==> config.mk <==
export PLATFORM = sky130hd
export DESIGN_NAME = edge_binarize_flat
export DESIGN_NICKNAME = d
export VERILOG_FILES = /design/src/rtl/edge_binarize_if.sv /design/src/rtl/edge_binarize.sv /design/src/flat_wrapper.sv
export SDC_FILE = /design/constraint.sdc
export NUM_CORES = 1
export LEC_CHECK = 0
export BUFFER_PORTS_ARGS = -buffer_cell sky130_fd_sc_hd__buf_2
export CORE_UTILIZATION = 25
export DETAILED_ROUTE_END_ITERATION = 10
export PLACE_DENSITY = 0.52
export SLEW_MARGIN = 30
export SYNTH_ARGS = -nofsm -noshare
export SYNTH_HDL_FRONTEND = slang
export SYNTH_SLANG_ARGS = --single-unit
==> constraint.sdc <==
create_clock -name clk -period 11.3 [get_ports clk]
set_clock_uncertainty 0.15 [all_clocks]
set_input_delay 2.26 -clock clk [delete_from_list [all_inputs] [get_ports clk]]
set_output_delay 2.26 -clock clk [all_outputs]
set_load 0.01 [all_outputs]
==> src/rtl/edge_binarize_if.sv <==
// rtl/edge_binarize_if.sv - pixel stream and frame status bundle for edge_binarize
interface edge_binarize_if #(
  parameter int CNT_W = 17
) ();

  // upstream side: Sobel magnitude stream plus frame control
  logic             frame_reset;
  logic [7:0]       din;
  logic             din_valid;
  logic [7:0]       thresh;

  // downstream side: binarized, position-tagged pixels and frame statistics
  logic [7:0]       dout;
  logic             dout_valid;
  logic [9:0]       col;
  logic [9:0]       row;
  logic             sof;
  logic             eol;
  logic             eof;
  logic [CNT_W-1:0] edge_count;
  logic             count_valid;
  logic             frame_abort;

  // producer of pixels / consumer of results (testbench or upstream glue)
  modport master (
    output frame_reset, din, din_valid, thresh,
    input  dout, dout_valid, col, row, sof, eol, eof,
    input  edge_count, count_valid, frame_abort
  );

  // the binarizer itself
  modport slave (
    input  frame_reset, din, din_valid, thresh,
    output dout, dout_valid, col, row, sof, eol, eof,
    output edge_count, count_valid, frame_abort
  );

endinterface

==> src/rtl/edge_binarize.sv <==
// rtl/edge_binarize.sv - threshold Sobel magnitudes, tag positions, count edges per frame
module edge_binarize #(
  parameter int IMG_W = 318,
  parameter int IMG_H = 254,
  parameter int CNT_W = 17
) (
  input logic           clk,
  input logic           rst_n,
  edge_binarize_if.slave bus
);

  typedef enum logic [0:0] {
    S_IDLE   = 1'b0,
    S_ACTIVE = 1'b1
  } state_t;

  localparam logic [9:0] LAST_COL = 10'(IMG_W - 1);
  localparam logic [9:0] LAST_ROW = 10'(IMG_H - 1);

  // frame tracking state
  state_t           state_q,   state_d;
  logic [7:0]       thr_q,     thr_d;
  logic [CNT_W-1:0] run_cnt_q, run_cnt_d;
  logic [9:0]       col_cnt_q, col_cnt_d;
  logic [9:0]       row_cnt_q, row_cnt_d;

  // registered outputs
  logic [7:0]       dout_q,        dout_d;
  logic             dout_valid_q,  dout_valid_d;
  logic [9:0]       col_q,         col_d;
  logic [9:0]       row_q,         row_d;
  logic             sof_q,         sof_d;
  logic             eol_q,         eol_d;
  logic             eof_q,         eof_d;
  logic [CNT_W-1:0] edge_count_q,  edge_count_d;
  logic             count_valid_q, count_valid_d;
  logic             abort_q,       abort_d;

  // per-pixel decode helpers
  logic             first_px;
  logic [7:0]       thr_eff;
  logic             is_edge;
  logic [9:0]       cur_col;
  logic [9:0]       cur_row;
  logic             last_col;
  logic             last_px;
  logic [CNT_W-1:0] cnt_inc;

  // decode the incoming pixel; the first pixel of a frame uses the live threshold
  // because thr_q only picks it up on this same edge
  always_comb begin
    first_px = (state_q == S_IDLE);
    thr_eff  = first_px ? bus.thresh : thr_q;
    is_edge  = (bus.din >= thr_eff);
    cur_col  = first_px ? 10'd0 : col_cnt_q;
    cur_row  = first_px ? 10'd0 : row_cnt_q;
    last_col = (cur_col == LAST_COL);
    last_px  = last_col && (cur_row == LAST_ROW);
    cnt_inc  = (first_px ? '0 : run_cnt_q) + CNT_W'(is_edge);
  end

  // next-state and output decode: frame_reset beats din_valid, markers default low
  always_comb begin
    state_d       = state_q;
    thr_d         = thr_q;
    run_cnt_d     = run_cnt_q;
    col_cnt_d     = col_cnt_q;
    row_cnt_d     = row_cnt_q;
    dout_d        = dout_q;
    dout_valid_d  = 1'b0;
    col_d         = col_q;
    row_d         = row_q;
    sof_d         = 1'b0;
    eol_d         = 1'b0;
    eof_d         = 1'b0;
    edge_count_d  = edge_count_q;
    count_valid_d = 1'b0;
    abort_d       = 1'b0;

    if (bus.frame_reset) begin
      abort_d   = (state_q == S_ACTIVE);
      state_d   = S_IDLE;
      run_cnt_d = '0;
      col_cnt_d = 10'd0;
      row_cnt_d = 10'd0;
    end else if (bus.din_valid) begin
      if (first_px) begin
        thr_d = bus.thresh;
      end
      dout_valid_d = 1'b1;
      dout_d       = is_edge ? 8'hFF : 8'h00;
      col_d        = cur_col;
      row_d        = cur_row;
      sof_d        = first_px;
      eol_d        = last_col;
      eof_d        = last_px;
      if (last_px) begin
        edge_count_d  = cnt_inc;
        count_valid_d = 1'b1;
        run_cnt_d     = '0;
        col_cnt_d     = 10'd0;
        row_cnt_d     = 10'd0;
        state_d       = S_IDLE;
      end else begin
        run_cnt_d = cnt_inc;
        state_d   = S_ACTIVE;
        if (last_col) begin
          col_cnt_d = 10'd0;
          row_cnt_d = cur_row + 10'd1;
        end else begin
          col_cnt_d = cur_col + 10'd1;
          row_cnt_d = cur_row;
        end
      end
    end
  end

  // state, threshold and position counters
  always_ff @(posedge clk or negedge rst_n) begin
    if (!rst_n) begin
      state_q   <= S_IDLE;
      thr_q     <= 8'd0;
      run_cnt_q <= '0;
      col_cnt_q <= 10'd0;
      row_cnt_q <= 10'd0;
    end else begin
      state_q   <= state_d;
      thr_q     <= thr_d;
      run_cnt_q <= run_cnt_d;
      col_cnt_q <= col_cnt_d;
      row_cnt_q <= row_cnt_d;
    end
  end

  // output registers, one cycle behind the accepted pixel
  always_ff @(posedge clk or negedge rst_n) begin
    if (!rst_n) begin
      dout_q        <= 8'd0;
      dout_valid_q  <= 1'b0;
      col_q         <= 10'd0;
      row_q         <= 10'd0;
      sof_q         <= 1'b0;
      eol_q         <= 1'b0;
      eof_q         <= 1'b0;
      edge_count_q  <= '0;
      count_valid_q <= 1'b0;
      abort_q       <= 1'b0;
    end else begin
      dout_q        <= dout_d;
      dout_valid_q  <= dout_valid_d;
      col_q         <= col_d;
      row_q         <= row_d;
      sof_q         <= sof_d;
      eol_q         <= eol_d;
      eof_q         <= eof_d;
      edge_count_q  <= edge_count_d;
      count_valid_q <= count_valid_d;
      abort_q       <= abort_d;
    end
  end

  assign bus.dout        = dout_q;
  assign bus.dout_valid  = dout_valid_q;
  assign bus.col         = col_q;
  assign bus.row         = row_q;
  assign bus.sof         = sof_q;
  assign bus.eol         = eol_q;
  assign bus.eof         = eof_q;
  assign bus.edge_count  = edge_count_q;
  assign bus.count_valid = count_valid_q;
  assign bus.frame_abort = abort_q;

endmodule

==> src/flat_wrapper.sv <==
// flat-port wrapper written by rule: the top's interface ports become plain ports
module edge_binarize_flat 
#(
  parameter int IMG_W = 318,
  parameter int IMG_H = 254,
  parameter int CNT_W = 17
)
  (clk, rst_n, bus_frame_reset, bus_din, bus_din_valid, bus_thresh, bus_dout, bus_dout_valid, bus_col, bus_row, bus_sof, bus_eol, bus_eof, bus_edge_count, bus_count_valid, bus_frame_abort);
  edge_binarize_if #(.CNT_W(CNT_W)) bus_i ();
  input logic clk;
  input logic rst_n;
  input wire logic [$bits(bus_i.frame_reset)-1:0] bus_frame_reset;
  input wire logic [$bits(bus_i.din)-1:0] bus_din;
  input wire logic [$bits(bus_i.din_valid)-1:0] bus_din_valid;
  input wire logic [$bits(bus_i.thresh)-1:0] bus_thresh;
  output wire logic [$bits(bus_i.dout)-1:0] bus_dout;
  output wire logic [$bits(bus_i.dout_valid)-1:0] bus_dout_valid;
  output wire logic [$bits(bus_i.col)-1:0] bus_col;
  output wire logic [$bits(bus_i.row)-1:0] bus_row;
  output wire logic [$bits(bus_i.sof)-1:0] bus_sof;
  output wire logic [$bits(bus_i.eol)-1:0] bus_eol;
  output wire logic [$bits(bus_i.eof)-1:0] bus_eof;
  output wire logic [$bits(bus_i.edge_count)-1:0] bus_edge_count;
  output wire logic [$bits(bus_i.count_valid)-1:0] bus_count_valid;
  output wire logic [$bits(bus_i.frame_abort)-1:0] bus_frame_abort;
  assign bus_i.frame_reset = bus_frame_reset;
  assign bus_i.din = bus_din;
  assign bus_i.din_valid = bus_din_valid;
  assign bus_i.thresh = bus_thresh;
  assign bus_dout = bus_i.dout;
  assign bus_dout_valid = bus_i.dout_valid;
  assign bus_col = bus_i.col;
  assign bus_row = bus_i.row;
  assign bus_sof = bus_i.sof;
  assign bus_eol = bus_i.eol;
  assign bus_eof = bus_i.eof;
  assign bus_edge_count = bus_i.edge_count;
  assign bus_count_valid = bus_i.count_valid;
  assign bus_frame_abort = bus_i.frame_abort;
  edge_binarize #(.IMG_W(IMG_W), .IMG_H(IMG_H), .CNT_W(CNT_W)) u_core (.clk(clk), .rst_n(rst_n), .bus(bus_i));
endmodule
=== After elaboration in Yosys (flattened, before gate mapping) ===
Index checks and enable logic that the tools add are counted.

* Reductions and logical operators: 4
* $lt $le $gt $ge: 1
* Shift operators: 0
* Equal/unequal tests: 2
* Div/mod/pow operators: 0
* Multiplexer cells: 31
* Multipliers: 0
* Bitwise gates (word level): 2
* Add/subtract/negate cells: 3

{| class="wikitable"
|+ Operator list
! cell !! count
|-
| two-way mux 10 bit || 10
|-
| two-way mux 17 bit || 4
|-
| adder 10 x 1 -> 10 bit (second input constant) || 2
|-
| adder 17 x 1 -> 17 bit || 1
|-
| two-way mux 8 bit || 2
|-
| two-way mux 1 bit || 15
|-
| equality test 10 x 8 -> 1 bit (second input constant) || 1
|-
| equality test 10 x 9 -> 1 bit (second input constant) || 1
|-
| greater-or-equal comparator 8 bit || 1
|-
| AND reduction 3 bit || 1
|-
| NOT 1 bit || 2
|-
| AND reduction 2 bit || 1
|-
| nonzero test 2 bit || 1
|-
| logical AND 1 bit || 1
|}

* Memory bits (read-only): 0
* Bits in latches: 0
* Flip-flop bits (word level): 97
* Bits of input ports: 20
* Memories kept: 0
* Output and inout port bits: 51
* Bits in writable memories: 0

=== Logic depth before layout (Yosys ltp) ===
Gate-level depths: netlist (run 1).

* Depth in word-level cells: 6
* Mapped depth: 17

=== Worst setup path after synthesis (run 1) ===
No wires, ideal clock.

* Path type: input-to-reg
* Start: input bus_thresh[6]
* End: register u_core.edge_count_q[4], in the netlist u_core.bus.edge_count[4]
* Buffers on the path: 1
* Stages on the path: 12
* Data arrival time: 4.459 ns
* Data required time: 11.025 ns
* Setup slack: 6.566 ns
* Cells stage by stage: mux2i_1 ha_1 a21o_1 a221o_1 a31o_2 ha_1 ha_1 clkbuf_1 nand3_1 xor2_1 nor2_1 mux2_4

* Word-level cells in the longest chain between the ends: 3

{| class="wikitable"
|+ RTL lines
! item !! RTL line !! RTL
|-
| start: declaration || flat_wrapper.sv:15 || <nowiki>input wire logic [$bits(bus_i.thresh)-1:0] bus_thresh;</nowiki>
|-
| two-way mux 8 bit || -- ||
|-
| greater-or-equal comparator 8 bit || edge_binarize.sv:54 || <nowiki>is_edge = (bus.din >= thr_eff);</nowiki>
|-
| named net u_core.is_edge || edge_binarize.sv:42 || <nowiki>logic is_edge;</nowiki>
|-
| adder 17 x 1 -> 17 bit || edge_binarize.sv:59 || <nowiki>cnt_inc = (first_px ? '0 : run_cnt_q) + CNT_W'(is_edge);</nowiki>
|-
| end signal: assignment || edge_binarize.sv:156 || <nowiki>edge_count_q <= edge_count_d;</nowiki>
|-
| end: declaration || edge_binarize.sv:35 || <nowiki>logic [CNT_W-1:0] edge_count_q, edge_count_d;</nowiki>
|}

The timed path passes the listed nets, and every way through them passes these cells.
A chain may end at the register's enable or synchronous reset.

=== Final worst setup path (run 1) ===
* Start: input bus_thresh[0]
* End: register u_core.run_cnt_q[12]

* Word-level cells in the longest chain between the ends: 6

{| class="wikitable"
|+ RTL lines
! item !! RTL line !! RTL
|-
| two-way mux 8 bit || -- ||
|-
| named net u_core.thr_eff[0] || edge_binarize.sv:41 || <nowiki>logic [7:0] thr_eff;</nowiki>
|-
| greater-or-equal comparator 8 bit || edge_binarize.sv:54 ||
|-
| named net u_core.is_edge || edge_binarize.sv:42 ||
|-
| adder 17 x 1 -> 17 bit || edge_binarize.sv:59 ||
|-
| two-way mux 17 bit || edge_binarize.sv:97 || <nowiki>if (last_px) begin</nowiki>
|-
| two-way mux 17 bit || edge_binarize.sv:86 || <nowiki>end else if (bus.din_valid) begin</nowiki>
|-
| two-way mux 17 bit || edge_binarize.sv:80 || <nowiki>if (bus.frame_reset) begin</nowiki>
|-
| end signal: assignment || edge_binarize.sv:129 || <nowiki>run_cnt_q <= run_cnt_d;</nowiki>
|-
| end: declaration || edge_binarize.sv:23 || <nowiki>logic [CNT_W-1:0] run_cnt_q, run_cnt_d;</nowiki>
|}

The timed path passes the listed nets, and every way through them passes these cells. The select of a mux whose other input is x is not followed.

==> metrics.csv, run 1 <==
stage,metric,value,unit
run_status,status,completed,
route,drt-pass1-iter-count,4,
setup_path,crit_path_top_delay_cell,ha_1,
synthesis,yosys_warnings,0,
die,ioPinCount,71,
setup_path,cp_slowest_stage_delay,0.36,ns
global_routing,grt-ovfl-total,0,
clock_tree,post-cts-setup-buffer-count,0,
place,place_inst,762,
cells_and_area,final_cell_mix,"89 x dfrtp_1, 87 x nand2_1, 69 x buf_2, 48 x o21ai_0, 21 x nor2_1",
route,drt_iter0_drc,245,
synthesis,avgSynthCellArea,9.62,um2
power_and_ir_drop,p_per_area,130,nW/um2
timing,fin_crit,4.66,ns
timing,fin_ws,6.64,ns
synthesis,synth_compound_area_share,13.3,%
synthesis,synth-seq-cells,89,
synthesis,synth-edff-count,0,
cells_and_area,stdcell_count,776,
die,row_count,49,
cells_and_area,nNetsFinal,578,
timing,max_slew.worst_pin.slew,0.807,ns
hold_path,hold_path_class,reg -> reg,
die,coreArea,18300,um2
synthesis,synth_nets,526,
job,maxCapViolCount,0,
setup_path,crit_path_start,bus_thresh[0],
synthesis,synthSimpleGateAreaFrac,22.3,%
synthesis,ys_top_cells_by_area,"dfrtp_1 47%, nand2_1 6.9%, o21ai_0 5.1%",
route,finalWirelength,12100,um
clock_tree,postCtsHoldBufs,0,
synthesis,synth_fa_ha_area_share,3.70,%
die,die_y,140,um
setup_path,criticalPathCategory,in -> reg,
setup_path,arrival,4.77,ns
synthesis,synthFlopType,dfrtp_1,
clock_tree,cts.path.max_buffers,2,
power_and_ir_drop,switchingPower,173,uW
timing,fmax,0.215,GHz
global_routing,grt_antenna_before_repair,0,
clock_tree,clk_pin_slew,0.06,ns
synthesis,netlist_instances,492,
cells_and_area,multi_input_area,2280,um2
setup_path,endpoint,u_core.run_cnt_q[12],
power_and_ir_drop,combPwrFrac,9.7,%
setup_path,path_common_cell,ha_1,
cells_and_area,layout_commonest_cell,dfrtp_1,
synthesis,yosysUniqueCellTypes,59,
cells_and_area,antenna_cells,0,
timing,drv_slew,0,
clock_tree,numCtsBuffers,9,
synthesis,synth_top_area_share,47.1,%
synthesis,synth-xor-area-share,2.78,%
synthesis,yosysTopAreaCell,dfrtp_1,
global_routing,grt_pass1_wl,20400,um
power_and_ir_drop,p_int,542,uW
synthesis,synth_top_family_by_area,simple AND/OR/NAND/NOR gates,
route,ant_nets,0,
place,dp_hpwl,8500,um
die,start_util,25.9,%
timing,final-setup-viol-count,0,
clock_tree,cts_max_level,3,
power_and_ir_drop,pwr-share-seq,47.0,%
power_and_ir_drop,switching_share,24.1,%
synthesis,syn-cell-area,4730,um2
power_and_ir_drop,leakage,0.00254,uW
route,drcViolationCount,0,
timing,hold_violations,0,
global_routing,grt.total_usage,13.3,%
clock_tree,tritoncts,yes,
global_routing,first_global_vias,3832,
setup_path,rr_endpoint,u_core.run_cnt_q[15],
global_routing,grt_max_degree,81,
timing,timing.final.crit_share,41.2,%
timing,timing.slew.headroom,46.2,%
setup_path,crit_path_cell_trace,buf_2 -> mux2_2 -> ha_1 -> nand2b_1 -> a21oi_1 -> o21ai_0 -> a31o_2 -> ha_1 -> ha_1 -> nand2_1 -> nor3_1 -> mux2i_1 -> o2bb2ai_1,
place,io_buffers,70,
setup_path,endpoint_kind,flop,
setup_path,worst-endpoint-required,11.42,ns
synthesis,ys_async_sr_fraction,100,%
setup_path,r2r_slack,7.77,ns
setup_path,reg2reg_from,u_core.state_q,
power_and_ir_drop,peakVddDrop,0.0624,mV
clock_tree,clkLatencyLatePin,0.34,ns
setup_path,rr_worst_depth,8,
setup_path,startpoint_type,input port,
cells_and_area,layout-drive-gt1-share,20.8,%
setup_path,crit_path_max_fanout,8,
synthesis,seq_area_frac_synth,47.1,%
route,via_per_inst,4.83,
clock_tree,clkSinkCount,89,
timing,rsz0062_at_grt,no,
route,vias,3747,
clock_tree,cts_resized,0,
cells_and_area,fillers,1941,
clock_tree,clockRootBuffer,clkbuf_16,
cells_and_area,regArea,2230,um2
die,die_width,140,um
timing,fin_setup_tns,0,ns
synthesis,synthMuxAreaShare,6.11,%
place,dp_slack,6.29,ns
power_and_ir_drop,finalPower,715,uW
place,place_congestion,0.833,
power_and_ir_drop,p_clk_share,43.3,%
route,wire_per_inst,15.6,um
cells_and_area,area_growth,16.6,%
die,dieArea,19500,um2
[layer usage]
metal	vias up	global-route usage [%]	wire [um]
li1	1852	-	-
met1	1800	19.4	6210
met2	90	19.3	5220
met3	5	2.62	590
met4	0	4.86	78
met5	-	0	0
[cells by family after synthesis]
| group | count (synthesis) |
|---|---|
| simple gates | 207 |
| compound gates | 100 |
| flops | 89 |
| buf+inv | 42 |
| mux | 25 |
| xor+xnor | 15 |
| fa+ha+maj | 14 |
[area by class of cell]
type	count	area share, %
clock buffer	12	4.83
tap	229	5.19
inverter	9	0.612
sequential	89	40.4
clock inverter	2	0.680
multi-input combinational	361	41.3
timing repair buffer	74	7.01
[cells in the mapped netlist, drive strengths merged, types with 11 or more instances]
master / number
a21oi: 11
buf: 19
clkbuf: 14
dfrtp: 89
ha: 14
mux2: 16
nand2: 88
nand2b: 12
nand3: 21
nand4: 14
nor2: 21
o21ai: 49
[per-stage QoR]
step,instance area [um2],hold WS [ns],util (%)
after global routing,5520,0.360,30.2
after global placement,5210,0.310,28.5
after floorplan,4730,0.309,-
after CTS,5520,0.331,30.2
after detailed placement,5220,0.317,28.5
final,5520,0.320,30.2
[critical path, delay by kind of cell]
kind            cells  cell delay, ns
buf+inv             1            0.11
simple gates        3            0.56
mux                 2            0.49
fa+ha+maj           3            0.82
compound gates      4            0.53
[registers in the layout, summed over array words and instances, names as in the netlist]
register and count:
u_core.bus.edge_count 17, u_core.state_q 1, u_core.bus.sof 1, u_core.run_cnt_q 17, u_core.bus.dout_valid 1, u_core.bus.eol 1
u_core.thr_q 8, u_core.bus.dout 1, u_core.bus.count_valid 1, u_core.bus.col 10, u_core.row_cnt_q 10, u_core.bus.row 10
u_core.col_cnt_q 10, u_core.bus.frame_abort 1
[power groups by stage]
stage	Clock (uW)	Sequential (uW)	Combinational, uW
5_1_grt	334	337	77.6
6_report	310	336	69.4
2_1_floorplan	0	340	50.7
3_5_place_dp	0	342	70.6
4_1_cts	321	336	70.9
3_3_place_gp	0	341	70.3
[worst min path at each step]
stage / startpoint / to / depth (start not counted)
floorplan: u_core.run_cnt_q[0] / u_core.run_cnt_q[0] / 1
global placement: u_core.bus.edge_count[13] / u_core.bus.edge_count[13] / 2
detailed placement: u_core.bus.edge_count[7] / u_core.bus.edge_count[7] / 2
CTS: u_core.bus.edge_count[7] / u_core.bus.edge_count[7] / 2
global route: u_core.bus.edge_count[6] / u_core.bus.edge_count[6] / 2
finish: u_core.bus.edge_count[7] / u_core.bus.edge_count[7] / 2
(Power assumes the default switching activity.)
==> run 2: changes to the inputs <==
Settings changed: ABC_AREA from default to 1.
Clock period 11.3 ns to 4.8 ns, I/O delays scaled along.
==> run 2 against run 1 <==
Compared with the run above: hold slack improved by 0.0075 ns; sequential power rose by 140%; non-clock buffer count fell by 1; largest cell class is now sequential cells; critical endpoint is now u_core.run_cnt_q[16]; design area rose by 2.3%; synthesized cell count rose by 33%; critical path type is now reg -> reg.
==> metrics.csv, run 2 <==
stage,metric,value,unit
run_status,status,completed,
synthesis,synth-seq-cells,89,
synthesis,yosysTopAreaCell,dfrtp_1,
die,die_width,141,um
setup_path,crit_path_top_delay_cell,dfrtp_2,
timing,final-setup-viol-count,0,
cells_and_area,fillers,2079,
synthesis,synth_nets,690,
setup_path,endpoint,u_core.run_cnt_q[16],
clock_tree,clk_pin_slew,0.07,ns
synthesis,synthTopCellsByCount,"271 x nand2_1, 89 x dfrtp_1, 68 x inv_1",
synthesis,ys_top_cells_by_area,"dfrtp_1 46%, nand2_1 21%, o21ai_0 5.7%",
setup_path,crit_path_cell_trace,o21ai_0 -> ha_1 -> nand2_1 -> nor2_1 -> nand4_1 -> nand3_1 -> ha_1 -> ha_1 -> nand4_1 -> nor2_1 -> nand2_1 -> nand2_1 -> nand2_1 -> nand2_1 -> nand2_1,
clock_tree,numCtsBuffers,9,
timing,fin_crit,3.43,ns
die,start_util,25.7,%
setup_path,reg2reg_from,u_core.state_q,
route,via_per_inst,4.20,
cells_and_area,layout_commonest_cell,nand2_1,
synthesis,yosysMostFrequentCell,nand2_1,
place,dp_hpwl,8230,um
synthesis,ys_async_sr_fraction,100,%
setup_path,crit_path_start,u_core.state_q,
route,routed.top_layer,met4,
route,wl_met1,5760,um
die,die_y,141,um
place,place_congestion,0.863,
cells_and_area,stdcell_count,976,
route,drt-pass1-iter-count,4,
clock_tree,tritoncts,yes,
global_routing,grt_max_degree,63,
hold_path,hold_path_class,reg -> reg,
route,ant_nets,0,
timing,fin_ws,1.37,ns
setup_path,criticalPathCategory,reg -> reg,
setup_path,crit_path_max_fanout,50,
timing,timing.final.crit_share,71.4,%
cells_and_area,final_area,5640,um2
synthesis,yosys_warnings,0,
die,dieArea,19900,um2
setup_path,rr_endpoint,u_core.run_cnt_q[16],
synthesis,synth-edff-count,0,
place,dp_slack,1.32,ns
clock_tree,clockRootBuffer,clkbuf_16,
clock_tree,cts.path.max_buffers,2,
setup_path,worst-endpoint-required,4.90,ns
setup_path,r2r_slack,1.37,ns
power_and_ir_drop,p_per_area,291,nW/um2
synthesis,seq_area_frac_synth,46.0,%
route,wire_per_inst,12.1,um
global_routing,grt_antenna_before_repair,0,
route,vias,4102,
cells_and_area,regArea,2230,um2
cells_and_area,final_cell_mix,"271 x nand2_1, 88 x dfrtp_1, 69 x buf_2, 68 x inv_1, 55 x o21ai_0",
setup_path,arrival,3.52,ns
timing,drv_slew,0,
power_and_ir_drop,leakage,0.00300,uW
route,drt_iter0_drc,194,
timing,timing.slew.headroom,45.3,%
route,wl_met2,5230,um
timing,fin_setup_tns,0,ns
setup_path,path_common_cell,nand2_1,
setup_path,startpoint_type,flop,
die,coreArea,18800,um2
timing,max_slew.worst_pin.slew,0.818,ns
synthesis,avgSynthCellArea,7.38,um2
global_routing,first_global_vias,3969,
clock_tree,cts_resized,0,
cells_and_area,area_growth,16.7,%
global_routing,grt-ovfl-total,0,
cells_and_area,multi_input_area,2170,um2
place,place_inst,960,
power_and_ir_drop,peakVddDrop,0.123,mV
clock_tree,clkLatencyLatePin,0.35,ns
cells_and_area,nNetsFinal,745,
timing,fmax,0.292,GHz
synthesis,synthFlopType,dfrtp_1,
clock_tree,post-cts-setup-buffer-count,0,
route,route.met3.wl,571,um
place,place_area,5360,um2
global_routing,grt_pass1_wl,19300,um
cells_and_area,antenna_cells,0,
die,row_count,50,
synthesis,netlist_instances,656,
setup_path,rr_worst_depth,15,
clock_tree,cts_max_level,3,
synthesis,yosysUniqueCellTypes,26,
job,maxCapViolCount,0,
die,ioPinCount,71,
route,drcViolationCount,0,
clock_tree,clkSinkCount,89,
cells_and_area,layout-drive-gt1-share,14.8,%
timing,hold_violations,0,
timing,rsz0062_at_grt,no,
route,finalWirelength,11800,um
global_routing,grt.total_usage,12.4,%
clock_tree,postCtsHoldBufs,0,
synthesis,syn-cell-area,4840,um2
setup_path,cp_slowest_stage_delay,0.90,ns
synthesis,synth_top_area_share,46.0,%
place,io_buffers,70,
setup_path,endpoint_kind,flop,
## run 2: cell count changes in the layout (fill, tap and decap cells not counted), moves of 11 or more
cell	change
nand2_1	+184
nand3_1	+26
nand2b_1	-12
inv_1	+61
mux2_2	-11
nor2_1	+20
## run 2: cells by family after synthesis
kind of cell    synth area share [%]
buf+inv                         9.34
xor+xnor                        1.63
simple gates                    32.2
fa+ha+maj                       3.62
flops                           46.0
compound gates                  7.14
## run 2: critical path, delay by kind of cell, from the launching register on
kind / cells / cell delay (ns)
flops: 1 / 0.90
fa+ha+maj: 3 / 0.80
compound gates: 1 / 0.23
simple gates: 11 / 1.25
## run 2: report_power, final
group / internal (uW) / switching [uW] / leakage, uW
clock network: 361 / 328 / 0.000135
logic: 54.4 / 106 / 0.00164
registers: 772 / 21.9 / 0.00122
total: 1190 / 456 / 0.00300
## run 2: area by class of cell
class / count / share of cell area, %
multi-input combinational: 469 / 38.4
sequential: 89 / 39.5
clock inverter: 7 / 1.09
timing repair buffer: 73 / 6.65
tap: 260 / 5.76
inverter: 69 / 4.63
clock buffer: 9 / 3.99
## run 2: per-stage QoR
stage	hold slack, ns	total power (uW)	util (%)
floorplan	0.299	926	-
global placement	0.312	972	28.5
detailed placement	0.315	973	28.5
CTS	0.333	1680	30.0
global route	0.352	1730	30.0
finish	0.328	1640	30.0
## run 2: metal layers
metal / vias up / global-route usage (%)
li1: 2149 / -
met1: 1871 / 16.1
met2: 68 / 19.3
met3: 14 / 3.67
met4: 0 / 5.21
met5: - / 0
## run 2: worst min path at each step
stage | start | slack (ns) | to | cells after the start
CTS | u_core.bus.edge_count[15] | 0.33 | u_core.bus.edge_count[15] | 2
global route | u_core.run_cnt_q[0] | 0.35 | u_core.run_cnt_q[0] | 2
detailed placement | u_core.bus.edge_count[15] | 0.31 | u_core.bus.edge_count[15] | 2
floorplan | u_core.run_cnt_q[0] | 0.30 | u_core.run_cnt_q[0] | 2
finish | u_core.bus.edge_count[15] | 0.33 | u_core.bus.edge_count[15] | 2
global placement | u_core.bus.edge_count[10] | 0.31 | u_core.bus.edge_count[10] | 2
==> run 3: changes to the inputs <==
Settings changed: ABC_AREA 1 to 0, PLACE_DENSITY 0.52 to 0.54.
Clock period 4.8 ns to 2.8 ns, I/O delays scaled along.
==> run 3 against run 2 <==
Compared with the run above: the flow now finishes with violations (negative setup slack); clock power up 68%; non-clock buffer count up 37; routed wire length rose by 6.3%; sequential cell count is the same; final cell count down 17%; sequential share of layout area decreased by 2.7 points; hold slack worse by 0.28 ns; sequential power is 70% higher; design area grew 7.2%; global-route usage up 1.1 points; combinational power grew 110%; setup slack worse by 1.5 ns; critical path type unchanged; largest power group unchanged.
==> metrics.csv, run 3 (same netlist as run 1, synthesis figures left out) <==
stage,metric,value,unit
power_and_ir_drop,pwr-share-seq,47.5,%
place,dp_slack,-0.336,ns
clock_tree,clkSinkCount,89,
cells_and_area,final_cell_mix,"88 x dfrtp_1, 84 x nand2_1, 69 x buf_2, 33 x o21ai_0, 33 x buf_4",
power_and_ir_drop,p_int,2080,uW
cells_and_area,layout_commonest_cell,dfrtp_1,
power_and_ir_drop,switching_share,27.0,%
clock_tree,numCtsBuffers,9,
die,row_count,49,
cells_and_area,fillers,1870,
cells_and_area,fin_util,33.1,%
setup_path,arrival,3.09,ns
route,finalWirelength,12500,um
timing,max_slew.worst_pin.slew,0.570,ns
timing,fin_crit,2.95,ns
cells_and_area,nNetsFinal,614,
route,drt_iter0_drc,203,
place,place_congestion,0.848,
place,io_buffers,70,
setup_path,crit_path_max_fanout,7,
clock_tree,clk_pin_slew,0.07,ns
timing,final-setup-viol-count,21,
cells_and_area,layout-drive-gt1-share,31.6,%
route,drt-pass1-iter-count,4,
power_and_ir_drop,peakVddDrop,0.324,mV
timing,drv_slew,0,
power_and_ir_drop,switchingPower,768,uW
timing,timing.slew.headroom,62.0,%
clock_tree,postCtsHoldBufs,0,
global_routing,grt_max_degree,48,
clock_tree,clkLatencyLatePin,0.35,ns
place,dp_hpwl,8960,um
die,dieArea,19500,um2
die,die_width,140,um
route,wire_per_inst,15.4,um
cells_and_area,area_growth,27.9,%
clock_tree,cts.path.max_buffers,2,
setup_path,crit_path_start,u_core.state_q,
timing,hold_violations,0,
power_and_ir_drop,leakage,0.00281,uW
route,drcViolationCount,0,
clock_tree,cts_max_level,3,
die,die_y,140,um
cells_and_area,antenna_cells,0,
setup_path,worst-endpoint-required,2.94,ns
setup_path,endpoint_kind,flop,
job,maxCapViolCount,0,
route,via_per_inst,4.85,
clock_tree,clockRootBuffer,clkbuf_16,
cells_and_area,regArea,2230,um2
global_routing,first_global_vias,3938,
cells_and_area,multi_input_area,2520,um2
global_routing,grt-ovfl-total,0,
hold_path,hold_path_class,in -> async,
power_and_ir_drop,p_per_area,471,nW/um2
run_status,violations,negative setup slack,
die,start_util,25.9,%
global_routing,grt_pass1_wl,20800,um
route,vias,3945,
setup_path,startpoint_type,flop,
global_routing,grt_antenna_before_repair,0,
power_and_ir_drop,p_clk_share,40.5,%
run_status,status,"finished, violations left",
die,ioPinCount,71,
timing,timing.final.crit_share,105,%
route,ant_nets,0,
setup_path,criticalPathCategory,reg -> reg,
setup_path,reg2reg_from,u_core.state_q,
die,coreArea,18300,um2
timing,rsz0062_at_grt,yes,
power_and_ir_drop,combPwrFrac,11.9,%
timing,fin_ws,-0.152,ns
global_routing,grt.total_usage,13.5,%
timing,fmax,0.339,GHz
clock_tree,tritoncts,yes,
[run 3: cell count changes in the layout (fill, tap and decap cells not counted), sizes merged, moves of 12 or more]
cell / previous run / this run
nand2: 276 / 88
inv: 73 / 8
buf: 73 / 110
nand3: 48 / 21
nor2: 48 / 21
mux2: 0 / 16
nand2b: 0 / 12
[run 3: path summary, 6_finish.rpt]
kind / to / slack, ns / cells past startpoint
min reg2reg: u_core.bus.col[8] / 0.32 / 2
min: u_core.thr_q[7] / 0.04 / 1
max: u_core.run_cnt_q[16] / -0.15 / 12
max reg2reg: u_core.run_cnt_q[16] / -0.15 / 12
min in group clk: u_core.thr_q[3] / 0.31 / 2
max in group asynchronous: u_core.col_cnt_q[4] / 1.78 / 2
[run 3: area by class of cell]
type | count | share of cell area [%]
multi-input combinational | 361 | 41.6
tap | 229 | 4.74
inverter | 9 | 0.558
sequential | 89 | 36.8
clock inverter | 7 | 0.951
timing repair buffer | 110 | 11.6
clock buffer | 9 | 3.72
[run 3: timing repair]
action / CTS / global route
setup buffers: 1 / 3
gates cloned: 0 / 0
endpoints found under the setup margin: 27 / 46
pin swaps: 11 / 13
gates resized for setup: 24 / 30
endpoints found under the hold margin: 0 / 0
[run 3: per-stage QoR]
step	hold slack (ns)	area, um2	power [uW]	instances	TNS [ns]
floorplan	0.114	4840	1590	492	-6.90
global placement	0.314	5540	1690	796	-4.55
detailed placement	0.316	5540	1700	796	-6.16
CTS	0.0658	5920	2880	812	-1.30
global route	0.0855	6050	2990	814	-4.10
finish	0.0436	6050	2850	814	-1.21
[run 3: layer usage]
metal / vias to the layer above / wire (um) / global-route usage (%) / share of wire, %
met2: 93 / 5540 / 20.7 / 44
li1: 1923 / - / - / -
met5: - / 0 / 0 / 0
met4: 0 / 159 / 4.74 / 1.3
met1: 1917 / 6300 / 19.0 / 50
met3: 12 / 513 / 2.51 / 4.1
[run 3: power by group through the flow]
stage / sequential, uW / combinational [uW] / clock [uW]
finish: 1350 / 341 / 1160
global route: 1360 / 375 / 1250
CTS: 1350 / 332 / 1190
detailed placement: 1380 / 318 / 0
global placement: 1370 / 317 / 0
floorplan: 1370 / 218 / 0
[run 3: worst max-delay path, cell delays in order (launching register included)]
cell	delay [ns]
dfrtp_2	0.45
buf_6	0.13
mux2i_2	0.14
ha_1	0.32
a21o_1	0.17
a221o_1	0.32
a31o_4	0.23
ha_4	0.18
ha_4	0.18
and2_4	0.18
nand3_4	0.10
mux2i_1	0.21
a22o_1	0.14
